**config.mk**
```make
export PLATFORM = sky130hd
export DESIGN_NAME = generation_sequencer_flat
export DESIGN_NICKNAME = d
export VERILOG_FILES = /design/src/rtl/clks_alot_p.sv /design/src/rtl/generation_sequencer_if.sv /design/src/rtl/generation_sequencer.sv /design/src/flat_wrapper.sv
export SDC_FILE = /design/constraint.sdc
export NUM_CORES = 1
export LEC_CHECK = 0
export CAP_MARGIN = 20
export CORE_ASPECT_RATIO = 1.2
export CORE_UTILIZATION = 40
export DETAILED_ROUTE_END_ITERATION = 8
export GPL_TIMING_DRIVEN = 0
export HOLD_SLACK_MARGIN = 0.12
export SETUP_SLACK_MARGIN = 0.15
export SLEW_MARGIN = 10
export SYNTH_ARGS = -nofsm -noshare
export SYNTH_HDL_FRONTEND = slang
export SYNTH_SLANG_ARGS = --single-unit
```
**constraint.sdc**
```tcl
create_clock -name clk -period 4.65 [get_ports clk]
set_input_delay 0.93 -clock clk [delete_from_list [all_inputs] [get_ports clk]]
set_output_delay 0.93 -clock clk [all_outputs]
set_load 0.01 [all_outputs]
```
**src/rtl/clks_alot_p.sv**
```systemverilog
// Shared constants for the clks_alot clock-generation blocks.
//   COUNTER_WIDTH : width of every rate, lead and offset field, in bits.
package clks_alot_p;
  localparam int COUNTER_WIDTH = 16;
endpackage

```
**src/rtl/generation_sequencer_if.sv**
```systemverilog
// Configuration request channel for generation_sequencer.
//   cfg_valid_i / cfg_ready_o : valid/ready handshake for one configuration
//   cfg_half_rate_i           : half period of the generated clock, in clk cycles
//   cfg_lead_i                : preemptive lead, in clk cycles
//   cfg_sync_offset_i         : recovery offset
//   cfg_starting_polarity_i   : polarity the generated clock starts with
//   cfg_reject_o              : one-cycle pulse when the captured configuration is invalid
// The slave modport is the sequencer; the master modport is the requester.
interface generation_sequencer_if #(
  parameter int COUNTER_WIDTH = clks_alot_p::COUNTER_WIDTH
);
  logic                     cfg_valid_i;
  logic                     cfg_ready_o;
  logic [COUNTER_WIDTH-1:0] cfg_half_rate_i;
  logic [COUNTER_WIDTH-1:0] cfg_lead_i;
  logic [COUNTER_WIDTH-1:0] cfg_sync_offset_i;
  logic                     cfg_starting_polarity_i;
  logic                     cfg_reject_o;

  modport slave (
    input  cfg_valid_i, cfg_half_rate_i, cfg_lead_i, cfg_sync_offset_i, cfg_starting_polarity_i,
    output cfg_ready_o, cfg_reject_o
  );

  modport master (
    output cfg_valid_i, cfg_half_rate_i, cfg_lead_i, cfg_sync_offset_i, cfg_starting_polarity_i,
    input  cfg_ready_o, cfg_reject_o
  );
endinterface

```
**src/rtl/generation_sequencer.sv**
```systemverilog
// generation_sequencer: owns configuration and run/stop/pause control of one
// clock generation instance.
//
// Build option: define GEN_SEQ_VIOLATION_COUNT_EN to keep a saturating count of
// pause-violation cycles; without it only the sticky flag exists and
// violation_count_o is tied to zero.
//
// Ports:
//   clk, rst_n (async, active-low), clk_en (qualifies every state update)
//   cfg                         : configuration channel (generation_sequencer_if.slave)
//   run_i                       : level request to run the generator
//   pause_req_i, pause_polarity_i : pause request and polarity to hold while paused
//   gen_busy_i                  : generator busy
//   pause_start/stop_violation_i: generator pause-violation flags
//   violation_clear_i           : clears sticky flag and counter
//   generation_en_o, set_polarity_o, starting_polarity_o : generator control
//   *_minus_one_o, sync_cycle_offset_o : applied compare values
//   pause_en_o, pause_polarity_o: pause control to the generator
//   configured_o, running_o     : status
//   violation_sticky_o, violation_count_o : violation reporting
module generation_sequencer #(
  parameter int COUNTER_WIDTH         = clks_alot_p::COUNTER_WIDTH,
  parameter int VIOLATION_COUNT_WIDTH = 8
) (
  input  logic                             clk,
  input  logic                             rst_n,
  input  logic                             clk_en,
  generation_sequencer_if.slave            cfg,
  input  logic                             run_i,
  input  logic                             pause_req_i,
  input  logic                             pause_polarity_i,
  input  logic                             gen_busy_i,
  input  logic                             pause_start_violation_i,
  input  logic                             pause_stop_violation_i,
  input  logic                             violation_clear_i,
  output logic                             generation_en_o,
  output logic                             set_polarity_o,
  output logic                             starting_polarity_o,
  output logic [COUNTER_WIDTH-1:0]         expected_half_rate_minus_one_o,
  output logic [COUNTER_WIDTH-1:0]         expected_quarter_rate_minus_one_o,
  output logic [COUNTER_WIDTH-1:0]         preemptive_half_rate_minus_one_o,
  output logic [COUNTER_WIDTH-1:0]         preemptive_quarter_rate_minus_one_o,
  output logic [COUNTER_WIDTH-1:0]         sync_cycle_offset_o,
  output logic                             pause_en_o,
  output logic                             pause_polarity_o,
  output logic                             configured_o,
  output logic                             running_o,
  output logic                             violation_sticky_o,
  output logic [VIOLATION_COUNT_WIDTH-1:0] violation_count_o
);
  localparam int CW = COUNTER_WIDTH;
  localparam int VW = VIOLATION_COUNT_WIDTH;

  localparam logic [CW:0]   ONE_W = (CW+1)'(1);
  localparam logic [CW:0]   TWO_W = (CW+1)'(2);
  localparam logic [CW-1:0] ONE_C = CW'(1);

  typedef enum logic [2:0] {
    S_IDLE  = 3'd0,
    S_CHECK = 3'd1,
    S_DRAIN = 3'd2,
    S_ARM   = 3'd3,
    S_RUN   = 3'd4
  } state_e;

  // Validity is evaluated one bit wider than the fields so lead + offset + 1
  // can never wrap.
  function automatic logic cfg_is_valid(input logic [CW-1:0] half,
                                        input logic [CW-1:0] lead,
                                        input logic [CW-1:0] offs);
    logic [CW:0] h_w;
    logic [CW:0] hh_w;
    logic [CW:0] l_w;
    logic [CW:0] o_w;
    h_w  = {1'b0, half};
    hh_w = {2'b00, half[CW-1:1]};
    l_w  = {1'b0, lead};
    o_w  = {1'b0, offs};
    return (h_w >= TWO_W) && (h_w >= l_w + o_w + ONE_W) && (hh_w >= l_w + ONE_W);
  endfunction

  state_e          state_q, state_d;
  logic            from_run_q, from_run_d;
  logic            pending_q, pending_d;
  logic            ready_q, ready_d;
  logic [CW-1:0]   sh_half_q, sh_half_d;
  logic [CW-1:0]   sh_lead_q, sh_lead_d;
  logic [CW-1:0]   sh_offs_q, sh_offs_d;
  logic            sh_pol_q, sh_pol_d;
  logic [CW-1:0]   exp_half_q, exp_half_d;
  logic [CW-1:0]   exp_quar_q, exp_quar_d;
  logic [CW-1:0]   pre_half_q, pre_half_d;
  logic [CW-1:0]   pre_quar_q, pre_quar_d;
  logic [CW-1:0]   offs_q, offs_d;
  logic            start_pol_q, start_pol_d;
  logic            configured_q, configured_d;
  logic            pause_en_q, pause_en_d;
  logic            pause_pol_q, pause_pol_d;
  logic            sticky_q, sticky_d;

  logic            handshake;
  logic            cfg_ok;
  logic            load;
  logic            violation_evt;
  logic [CW-1:0]   half_of_half;

  assign handshake     = cfg.cfg_valid_i && ready_q;
  assign cfg_ok        = cfg_is_valid(sh_half_q, sh_lead_q, sh_offs_q);
  assign violation_evt = pause_start_violation_i || pause_stop_violation_i;
  assign half_of_half  = {1'b0, sh_half_q[CW-1:1]};

  always_comb begin
    state_d      = state_q;
    from_run_d   = from_run_q;
    pending_d    = pending_q;
    sh_half_d    = sh_half_q;
    sh_lead_d    = sh_lead_q;
    sh_offs_d    = sh_offs_q;
    sh_pol_d     = sh_pol_q;
    exp_half_d   = exp_half_q;
    exp_quar_d   = exp_quar_q;
    pre_half_d   = pre_half_q;
    pre_quar_d   = pre_quar_q;
    offs_d       = offs_q;
    start_pol_d  = start_pol_q;
    configured_d = configured_q;
    load         = 1'b0;

    case (state_q)
      S_IDLE: begin
        if (handshake) begin
          state_d    = S_CHECK;
          from_run_d = 1'b0;
        end else if (configured_q && run_i && !gen_busy_i) begin
          state_d = S_RUN;
        end
      end
      S_CHECK: begin
        if (!cfg_ok) begin
          state_d = from_run_q ? S_RUN : S_IDLE;
        end else if (from_run_q) begin
          state_d   = S_DRAIN;
          pending_d = 1'b1;
        end else begin
          state_d = S_ARM;
          load    = 1'b1;
        end
      end
      S_DRAIN: begin
        if (!gen_busy_i) begin
          if (pending_q) begin
            state_d   = S_ARM;
            pending_d = 1'b0;
            load      = 1'b1;
          end else begin
            state_d = S_IDLE;
          end
        end
      end
      S_ARM: begin
        state_d = run_i ? S_RUN : S_IDLE;
      end
      S_RUN: begin
        if (handshake) begin
          state_d    = S_CHECK;
          from_run_d = 1'b1;
        end else if (!run_i) begin
          state_d   = S_DRAIN;
          pending_d = 1'b0;
        end
      end
      default: state_d = S_IDLE;
    endcase

    if (handshake) begin
      sh_half_d = cfg.cfg_half_rate_i;
      sh_lead_d = cfg.cfg_lead_i;
      sh_offs_d = cfg.cfg_sync_offset_i;
      sh_pol_d  = cfg.cfg_starting_polarity_i;
    end

    // Applied values only change on entry to ARM, i.e. with the generator idle.
    if (load) begin
      exp_half_d   = sh_half_q - ONE_C;
      exp_quar_d   = half_of_half - ONE_C;
      pre_half_d   = sh_half_q - sh_lead_q - ONE_C;
      pre_quar_d   = half_of_half - sh_lead_q - ONE_C;
      offs_d       = sh_offs_q;
      start_pol_d  = sh_pol_q;
      configured_d = 1'b1;
    end

    ready_d     = (state_d == S_IDLE) || (state_d == S_RUN);
    pause_en_d  = (state_d == S_RUN) && pause_req_i;
    // Polarity is frozen for the whole pause once pause_en is up.
    pause_pol_d = pause_en_q ? pause_pol_q : pause_polarity_i;

    // A new violation outranks a simultaneous clear.
    if (violation_evt) begin
      sticky_d = 1'b1;
    end else if (violation_clear_i) begin
      sticky_d = 1'b0;
    end else begin
      sticky_d = sticky_q;
    end
  end

  always_ff @(posedge clk or negedge rst_n) begin
    if (!rst_n) begin
      state_q      <= S_IDLE;
      from_run_q   <= 1'b0;
      pending_q    <= 1'b0;
      ready_q      <= 1'b0;
      sh_half_q    <= '0;
      sh_lead_q    <= '0;
      sh_offs_q    <= '0;
      sh_pol_q     <= 1'b0;
      exp_half_q   <= '0;
      exp_quar_q   <= '0;
      pre_half_q   <= '0;
      pre_quar_q   <= '0;
      offs_q       <= '0;
      start_pol_q  <= 1'b0;
      configured_q <= 1'b0;
      pause_en_q   <= 1'b0;
      pause_pol_q  <= 1'b0;
      sticky_q     <= 1'b0;
    end else if (clk_en) begin
      state_q      <= state_d;
      from_run_q   <= from_run_d;
      pending_q    <= pending_d;
      ready_q      <= ready_d;
      sh_half_q    <= sh_half_d;
      sh_lead_q    <= sh_lead_d;
      sh_offs_q    <= sh_offs_d;
      sh_pol_q     <= sh_pol_d;
      exp_half_q   <= exp_half_d;
      exp_quar_q   <= exp_quar_d;
      pre_half_q   <= pre_half_d;
      pre_quar_q   <= pre_quar_d;
      offs_q       <= offs_d;
      start_pol_q  <= start_pol_d;
      configured_q <= configured_d;
      pause_en_q   <= pause_en_d;
      pause_pol_q  <= pause_pol_d;
      sticky_q     <= sticky_d;
    end
  end

`ifdef GEN_SEQ_VIOLATION_COUNT_EN
  localparam logic [VW-1:0] CNT_ONE = VW'(1);

  function automatic logic [VW-1:0] sat_inc(input logic [VW-1:0] val);
    return (&val) ? val : val + CNT_ONE;
  endfunction

  logic [VW-1:0] count_q, count_d;

  always_comb begin
    count_d = count_q;
    if (violation_evt) begin
      count_d = violation_clear_i ? CNT_ONE : sat_inc(count_q);
    end else if (violation_clear_i) begin
      count_d = '0;
    end
  end

  always_ff @(posedge clk or negedge rst_n) begin
    if (!rst_n) begin
      count_q <= '0;
    end else if (clk_en) begin
      count_q <= count_d;
    end
  end

  assign violation_count_o = count_q;
`else
  assign violation_count_o = '0;
`endif

  assign cfg.cfg_ready_o  = ready_q;
  // Pulses are decoded from state so a frozen clk_en holds them asserted.
  assign cfg.cfg_reject_o = (state_q == S_CHECK) && !cfg_ok;
  assign set_polarity_o   = (state_q == S_ARM);
  assign generation_en_o  = (state_q == S_RUN);
  assign running_o        = (state_q == S_RUN);

  assign starting_polarity_o                 = start_pol_q;
  assign expected_half_rate_minus_one_o      = exp_half_q;
  assign expected_quarter_rate_minus_one_o   = exp_quar_q;
  assign preemptive_half_rate_minus_one_o    = pre_half_q;
  assign preemptive_quarter_rate_minus_one_o = pre_quar_q;
  assign sync_cycle_offset_o                 = offs_q;
  assign configured_o                        = configured_q;
  assign pause_en_o                          = pause_en_q;
  assign pause_polarity_o                    = pause_pol_q;
  assign violation_sticky_o                  = sticky_q;
endmodule

```
**src/flat_wrapper.sv**
```systemverilog
// flat-port wrapper written by rule: the top's interface ports become plain ports
module generation_sequencer_flat 
#(
  parameter int COUNTER_WIDTH         = clks_alot_p::COUNTER_WIDTH,
  parameter int VIOLATION_COUNT_WIDTH = 8
)
  (clk, rst_n, clk_en, run_i, pause_req_i, pause_polarity_i, gen_busy_i, pause_start_violation_i, pause_stop_violation_i, violation_clear_i, generation_en_o, set_polarity_o, starting_polarity_o, expected_half_rate_minus_one_o, expected_quarter_rate_minus_one_o, preemptive_half_rate_minus_one_o, preemptive_quarter_rate_minus_one_o, sync_cycle_offset_o, pause_en_o, pause_polarity_o, configured_o, running_o, violation_sticky_o, violation_count_o, cfg_cfg_valid_i, cfg_cfg_half_rate_i, cfg_cfg_lead_i, cfg_cfg_sync_offset_i, cfg_cfg_starting_polarity_i, cfg_cfg_ready_o, cfg_cfg_reject_o);
  generation_sequencer_if #(.COUNTER_WIDTH(COUNTER_WIDTH)) cfg_i ();
  input  logic clk;
  input  logic rst_n;
  input  logic clk_en;
  input  logic run_i;
  input  logic pause_req_i;
  input  logic pause_polarity_i;
  input  logic gen_busy_i;
  input  logic pause_start_violation_i;
  input  logic pause_stop_violation_i;
  input  logic violation_clear_i;
  output logic generation_en_o;
  output logic set_polarity_o;
  output logic starting_polarity_o;
  output logic [COUNTER_WIDTH-1:0] expected_half_rate_minus_one_o;
  output logic [COUNTER_WIDTH-1:0] expected_quarter_rate_minus_one_o;
  output logic [COUNTER_WIDTH-1:0] preemptive_half_rate_minus_one_o;
  output logic [COUNTER_WIDTH-1:0] preemptive_quarter_rate_minus_one_o;
  output logic [COUNTER_WIDTH-1:0] sync_cycle_offset_o;
  output logic pause_en_o;
  output logic pause_polarity_o;
  output logic configured_o;
  output logic running_o;
  output logic violation_sticky_o;
  output logic [VIOLATION_COUNT_WIDTH-1:0] violation_count_o;
  input wire logic [$bits(cfg_i.cfg_valid_i)-1:0] cfg_cfg_valid_i;
  input wire logic [$bits(cfg_i.cfg_half_rate_i)-1:0] cfg_cfg_half_rate_i;
  input wire logic [$bits(cfg_i.cfg_lead_i)-1:0] cfg_cfg_lead_i;
  input wire logic [$bits(cfg_i.cfg_sync_offset_i)-1:0] cfg_cfg_sync_offset_i;
  input wire logic [$bits(cfg_i.cfg_starting_polarity_i)-1:0] cfg_cfg_starting_polarity_i;
  output wire logic [$bits(cfg_i.cfg_ready_o)-1:0] cfg_cfg_ready_o;
  output wire logic [$bits(cfg_i.cfg_reject_o)-1:0] cfg_cfg_reject_o;
  assign cfg_i.cfg_valid_i = cfg_cfg_valid_i;
  assign cfg_i.cfg_half_rate_i = cfg_cfg_half_rate_i;
  assign cfg_i.cfg_lead_i = cfg_cfg_lead_i;
  assign cfg_i.cfg_sync_offset_i = cfg_cfg_sync_offset_i;
  assign cfg_i.cfg_starting_polarity_i = cfg_cfg_starting_polarity_i;
  assign cfg_cfg_ready_o = cfg_i.cfg_ready_o;
  assign cfg_cfg_reject_o = cfg_i.cfg_reject_o;
  generation_sequencer #(.COUNTER_WIDTH(COUNTER_WIDTH), .VIOLATION_COUNT_WIDTH(VIOLATION_COUNT_WIDTH)) u_core (.clk(clk), .rst_n(rst_n), .clk_en(clk_en), .cfg(cfg_i), .run_i(run_i), .pause_req_i(pause_req_i), .pause_polarity_i(pause_polarity_i), .gen_busy_i(gen_busy_i), .pause_start_violation_i(pause_start_violation_i), .pause_stop_violation_i(pause_stop_violation_i), .violation_clear_i(violation_clear_i), .generation_en_o(generation_en_o), .set_polarity_o(set_polarity_o), .starting_polarity_o(starting_polarity_o), .expected_half_rate_minus_one_o(expected_half_rate_minus_one_o), .expected_quarter_rate_minus_one_o(expected_quarter_rate_minus_one_o), .preemptive_half_rate_minus_one_o(preemptive_half_rate_minus_one_o), .preemptive_quarter_rate_minus_one_o(preemptive_quarter_rate_minus_one_o), .sync_cycle_offset_o(sync_cycle_offset_o), .pause_en_o(pause_en_o), .pause_polarity_o(pause_polarity_o), .configured_o(configured_o), .running_o(running_o), .violation_sticky_o(violation_sticky_o), .violation_count_o(violation_count_o));
endmodule
```
==> After elaboration in Yosys (flattened, before gate mapping) <==
Index checks and enable logic that the tools add are counted.
{ "totals": {"mem_count": 0, "output_inout_bits": 98, "ff_bits": 140, "ram_bits": 0, "rom_bits": 0, "in_bits": 60, "latch_bits": 0, "word_cells": 92} }
{ "classes": {"n_addsub": 9, "n_div": 0, "shift": 0, "mul": 0, "n_reduce_logical": 22, "n_lt_le_gt_ge": 3, "mux": 27, "eq_ne": 12, "bitwise_logic": 1} }
{ "op_table": {"columns": ["op", "count"], "rows": [
  ["subtractor 16 x 1 -> 16 bit, second input constant", 3],
  ["2-to-1 mux 3 bit", 8],
  ["adder 16 x 1 -> 17 bit, second input constant", 1],
  ["adder 16 x 16 -> 17 bit", 1],
  ["adder 17 x 1 -> 17 bit, second input constant", 1],
  ["greater-or-equal comparator 15 x 17 -> 1 bit", 1],
  ["greater-or-equal comparator 16 x 17 -> 1 bit", 1],
  ["greater-or-equal comparator 16 x 2 -> 1 bit, second input constant", 1],
  ["subtractor 15 x 1 -> 16 bit, second input constant", 1],
  ["subtractor 15 x 16 -> 16 bit", 1],
  ["subtractor 16 bit", 1],
  ["case mux 3 bit (5 select lines)", 1],
  ["2-to-1 mux 1 bit", 14],
  ["!= test 2 x 1 -> 1 bit, second input constant", 4],
  ["AND reduction 2 bit", 4],
  ["logical AND 1 bit", 7],
  ["AND reduction 7 bit", 1],
  ["equality test 3 x 2 -> 1 bit, second input constant", 2],
  ["equality test 3 bit, second input constant", 2],
  ["logical NOT 3 bit", 2],
  ["!= test 2 bit, second input constant", 3],
  ["case mux 1 bit (2 select lines)", 2],
  ["AND reduction 4 bit", 1],
  ["nonzero test 2 bit", 2],
  ["7 further kinds", 9]
]} }

==> Depth between registers and ports, before layout <==
{ "depth": {"ltp_word": 9, "mapped_depth": 20, "mapped_depth_nobuf": 19} }

==> Worst setup path before layout <==
OpenSTA, ideal clock, no wires.
{ "synth_path": {"path_kind": "register -> output", "start": "register u_core.sh_lead_q[1]", "end": "output port cfg_cfg_reject_o", "slack_ns": 0.386, "required_time_ns": 3.720, "stages_incl_launch_ff": 18, "path_buffers": 0, "arrival_ns": 3.334, "cell_sequence": "dfrtp_1 > ha_1 > nor2b_1 > o21a_1 > o21ai_0 > a21oi_1 > o31ai_1 > o21bai_1 > a21oi_1 > xor2_1 > ha_1 > nand2_1 > o21ai_0 > a2111oi_0 > o21ai_0 > nand3_1 > nor2_1 > nor2_1"} }
{ "synth_between": {"elab_chain_len": 7, "word_cells_on_any_way": 9, "classes_between": "3 x add/sub; 2 x order compare; 4 x reduce/logical"} }
{ "synth_lines": {"columns": ["item", "line_no", "rtl"], "rows": [
  ["start, declared", "generation_sequencer.sv:87", "logic [CW-1:0] sh_lead_q, sh_lead_d;"],
  ["start signal, assigned", "generation_sequencer.sv:234", "sh_lead_q <= sh_lead_d;"],
  ["adder 16 x 16 -> 17 bit", "generation_sequencer.sv:79", "return (h_w >= TWO_W) && (h_w >= l_w + o_w + ONE_W) && (hh_w >= l_w + ONE_W);"],
  ["adder 17 x 1 -> 17 bit", "generation_sequencer.sv:79", null],
  ["greater-or-equal comparator 16 x 17 -> 1 bit", "generation_sequencer.sv:79", null],
  ["logical AND 1 bit", "generation_sequencer.sv:79", null],
  ["logical AND 1 bit *", "generation_sequencer.sv:79", null],
  ["logical NOT 1 bit *", null, null],
  ["logical AND 1 bit *", "generation_sequencer.sv:283", "assign cfg.cfg_reject_o = (state_q == S_CHECK) && !cfg_ok;"],
  ["end, declared", "flat_wrapper.sv:39", "output wire logic [$bits(cfg_i.cfg_reject_o)-1:0] cfg_cfg_reject_o;"]
]} }
Mark *: on every way between the ends. The rest lies on a longest branch, timed or not.

==> Worst setup path in the final report <==
{ "layout_path": {"start": "register u_core.sh_lead_q[0]", "end": "output port cfg_cfg_reject_o"} }
The elaborated chain is that of the path after synthesis.

==> qor.csv <==
stage,metric,value,unit
placement,PortBufs,149,
logic_synthesis,Synth Area in Adders,12.1,%
clocking,cts hold-fix bufs,0,
pwr,Tot Pwr,8.11,mW
logic_synthesis,Synth area leaders,"dfrtp_1 39%, ha_1 11%, mux2_1 9.4%, mux2_2 6.7%, xnor2_1 4.0%",
pwr,Power Internal,4.79,mW
clocking,CTS Buffer Depth,2,
die,Die Y,166,µm
die,Core Box Area,21800,µm²
logic_synthesis,top cell type by total area after synthesis,dfrtp_1,
cells_and_area,Register Area,3510,µm²
grt,met3 Use GR,3.69,%
logic_synthesis,Syn Inst Count,817,
grt,most crowded layer after global routing,met2,
cells_and_area,share of cells above drive strength 1,18.0,%
drt,final antenna-violating net count,0,
timing,Tmin final,4.67,ns
pwr,Worst VDD drop,0.000341,V
logic_synthesis,Yosys top cell area share,39.2,%
grt,met1 Resource Use GR,25.1,%
timing,Slew @ Worst Pin,0.678,ns
grt,grt total ovfl,0,
logic_synthesis,mux cell area share after synthesis,16.7,%
setup_path,CP Data Required Time,3.72,ns
logic_synthesis,Synth Cell Area,8940,µm²
timing,final clock skew,0.00891,ns
pwr,Clock Power Share,16.9,%
logic_synthesis,register bit count reported by yosys,140,
placement,DP Cell Count,1248,
timing,Min Hold Slack,0.407,ns
pwr,switching share of power,40.9,%
clocking,Clock transition at path regs,0.06,ns
grt,initial antenna violation count,1,
timing,Slew HR,54.2,%
setup_path,worst-path fanout max,4,
cells_and_area,Post-Layout Cell Count,1303,
cells_and_area,Layout Nets,1160,
logic_synthesis,largest family of logic cells by synthesized area,multiplexers,
logic_synthesis,synth unique cells,65,
drt,DRC Markers,19,
cells_and_area,area of the multi-input gates,5330,µm²
logic_synthesis,compound-cell area share of the yosys netlist,10.5,%
grt,first-pass GRT wire length,36.2,mm
grt,M2 GR Usage,34.9,%
grt,largest net degree at the start of global routing,84,
logic_synthesis,post-synthesis xor/xnor area fraction,7.44,%
run,Max Cap Viol,0,
pwr,Psw,3.32,mW
placement,Placer Congestion,0.842,
cells_and_area,# fillers,1948,
timing,RSZ-0062 raised after global routing,true,
setup_path,startpoint types,register,
timing,max-slew violation count,0,
setup_path,Worst Setup End Kind,output port,
logic_synthesis,sequential area share after synthesis,39.2,%
clocking,worst skew pair latency,0.43,ns
clocking,Sinks on Clock Net,140,
logic_synthesis,Post-synth EDFFs,0,
timing,final setup vio count,1,
logic_synthesis,most used flip-flop cell after synthesis,dfrtp_1,
min_path,Hold Crit Class,input port to asynchronous set/reset pin,
drt,via count,6795,
die,Row Count,59,
drt,DR pass1 iterations,8,
logic_synthesis,Synth Area per Inst,10.9,µm²
setup_path,CP Class,register to output port,
grt,all-layer global routing usage,20.2,%
die,die width,139,µm
die,I/O pin total,158,
timing,Final Hold Vio Count,0,
drt,final WL,22.3,mm
logic_synthesis,post-synthesis async set-or-reset flop share,100,%
clocking,CTS buffer count,17,
pwr,PD cells,686,nW/µm²
placement,HPWL after DPL,17.2,mm
pwr,combinational power share,57.3,%
status,failing checks,"design-rule violations, negative setup slack",
clocking,root buf cell,clkbuf_16,
drt,Avg Vias per Cell,5.21,
drt,DR iter-0 viols,245,
drt,wire per inst,17.1,µm
pwr,leak pwr,5.49,nW
die,full die area,23000,µm²
setup_path,FF-to-FF setup slack,0.07,ns
setup_path,worst r2r src,u_core.sh_lead_q[1],
clocking,H-tree depth,4,
setup_path,crit path launch,u_core.sh_lead_q[0],
timing,fmax,214,MHz
logic_synthesis,Synth warnings,0,
timing,Setup WS post-layout,-0.0152,ns
logic_synthesis,simple-gate portion of the synthesized area,10.1,%
status,status,"finished, violations left",
pwr,Reg power frac,25.8,%
clocking,CTS tree,done,
grt,number of global-route vias before repair,6964,
setup_path,critical path arrival,3.74,ns
cells_and_area,synthesis-to-finish area growth,32.2,%
timing,period utilisation layout,100,%
die,initial core utilization,41.1,%
[worst max-delay path, stage by stage (launching register included)]
cell and delay [ns]:
dfrtp_1 0.36, buf_4 0.13, ha_1 0.18, nand3_2 0.16, nor2_4 0.16, nand4_1 0.14, or3_1 0.35, xnor2_1 0.18
ha_1 0.28, a21oi_1 0.18, nand2_1 0.08, a2111oi_1 0.38, o21ai_1 0.22, o2111ai_2 0.19, nor2_4 0.08, nor2_1 0.09
buf_2 0.14
[state kept, by name, indices dropped and copies added, names as in the netlist]
| signal | cells |
|---|---|
| u_core.sync_cycle_offset_o | 16 |
| u_core.sh_offs_q | 16 |
| u_core.preemptive_half_rate_minus_one_o | 16 |
| u_core.state_q | 3 |
| u_core.pause_polarity_o | 1 |
| u_core.pending_q | 1 |
| u_core.configured_o | 1 |
| u_core.from_run_q | 1 |
| u_core.sh_half_q | 16 |
| u_core.starting_polarity_o | 1 |
| u_core.pause_en_o | 1 |
| u_core.sh_lead_q | 16 |
| u_core.cfg.cfg_ready_o | 1 |
| u_core.expected_half_rate_minus_one_o | 16 |
| u_core.preemptive_quarter_rate_minus_one_o | 16 |
| u_core.expected_quarter_rate_minus_one_o | 16 |
| u_core.violation_sticky_o | 1 |
| u_core.sh_pol_q | 1 |
[per-layer routing]
layer  share of wire (%)  vias up
li1                    -     3342
met1                  45     3299
met2                  49      127
met3                 3.4       27
met4                 2.6        0
met5                   0        -
[cells in the mapped netlist (all sizes together) (5+ instances only)]
library cell and n:
nor3 15, or3 6, o21a 12, nand3 20
nand4 9, clkbuf 6, xnor2 41, nand2b 5
inv 36, and3 6, nor4 5, mux2i 5
or2 8, o21bai 5, and2 7, nand2 46
mux2 128, a2111oi 5, xor2 35, dfrtp 140
o21ai 24, buf 26, ha 82, a21oi 32
a21o 13, nor2 38
[final cells by class]
class	instances	share of cell area, %
multi-input combinational	616	45.1
sequential	140	29.7
timing repair buffer	172	14.2
clock buffer	18	3.71
tap	274	2.90
buffer	32	1.89
clock inverter	14	1.32
inverter	36	1.16
antenna	1	0.0212
[placed cells by master (no fill, tap or decap), drive strengths merged, types with 4 or more instances in the layout]
| cell type | instances |
|---|---|
| nand2 | 46 |
| nor3 | 15 |
| mux2 | 128 |
| o21a | 12 |
| a2111oi | 5 |
| clkdlybuf4s50 | 147 |
| ha | 82 |
| or3 | 6 |
| mux2i | 5 |
| and3 | 6 |
| o22ai | 4 |
| o21ai | 24 |
| buf | 51 |
| clkinv | 5 |
| a211o | 4 |
| inv | 42 |
| nor4 | 5 |
| xnor2 | 41 |
| clkbuf | 24 |
| nor2 | 38 |
| conb | 8 |
| and2 | 7 |
| o211ai | 4 |
| dfrtp | 140 |
| o21bai | 5 |
| nand4 | 9 |
| a31oi | 4 |
| a21o | 13 |
| or2 | 8 |
| nand3 | 20 |
| nand2b | 5 |
| a21oi | 32 |
| xor2 | 35 |
[cells by family (layout without fill, tap and decap cells)]
family	Yosys count	after routing
compound gates	137	137
xor+xnor	76	76
fa+ha+maj	85	85
buf+inv	68	272
flops	140	140
mux	133	133
other cells	1	9
simple gates	177	177
[power by group through the flow]
stage | clock network, mW | logic [mW] | registers, mW
3_3_place_gp | 0 | 4.10 | 2.11
6_report | 1.37 | 4.65 | 2.09
4_1_cts | 1.41 | 4.46 | 2.09
3_5_place_dp | 0 | 4.19 | 2.11
2_1_floorplan | 0 | 2.80 | 2.06
5_1_grt | 1.45 | 5.17 | 2.16
[final timing paths]
| path | end | cells past startpoint |
|---|---|---|
| worst max-delay path | cfg_cfg_reject_o | 16 |
| worst min-delay path | u_core.sync_cycle_offset_o[4] | 1 |
| worst max register to register | u_core.preemptive_quarter_rate_minus_one_o[6] | 22 |
| worst min register to register | u_core.violation_sticky_o | 2 |
| max in group asynchronous | u_core.sh_half_q[1] | 2 |
| min in group clk | u_core.violation_sticky_o | 2 |
[through the flow]
stage	cell area, µm²	util [%]	TNS (ns)	worst slack (ns)
after floorplan	8970	-	0	0.386
after global placement	10800	49.6	-466.61	-3.25
after detailed placement	10800	49.8	-16.84	-0.690
after CTS	11700	53.6	-0.0179	-0.0179
after global routing	11800	54.3	-13.27	-0.245
final	11800	54.3	-0.0152	-0.0152
[repair_timing]
item / CTS / global route
buffers inserted: 14 / 8
pin swaps: 17 / 20
resized for setup: 45 / 19
endpoints found under the setup margin: 84 / 83
No activity file was read; power rests on OpenSTA's default activity.
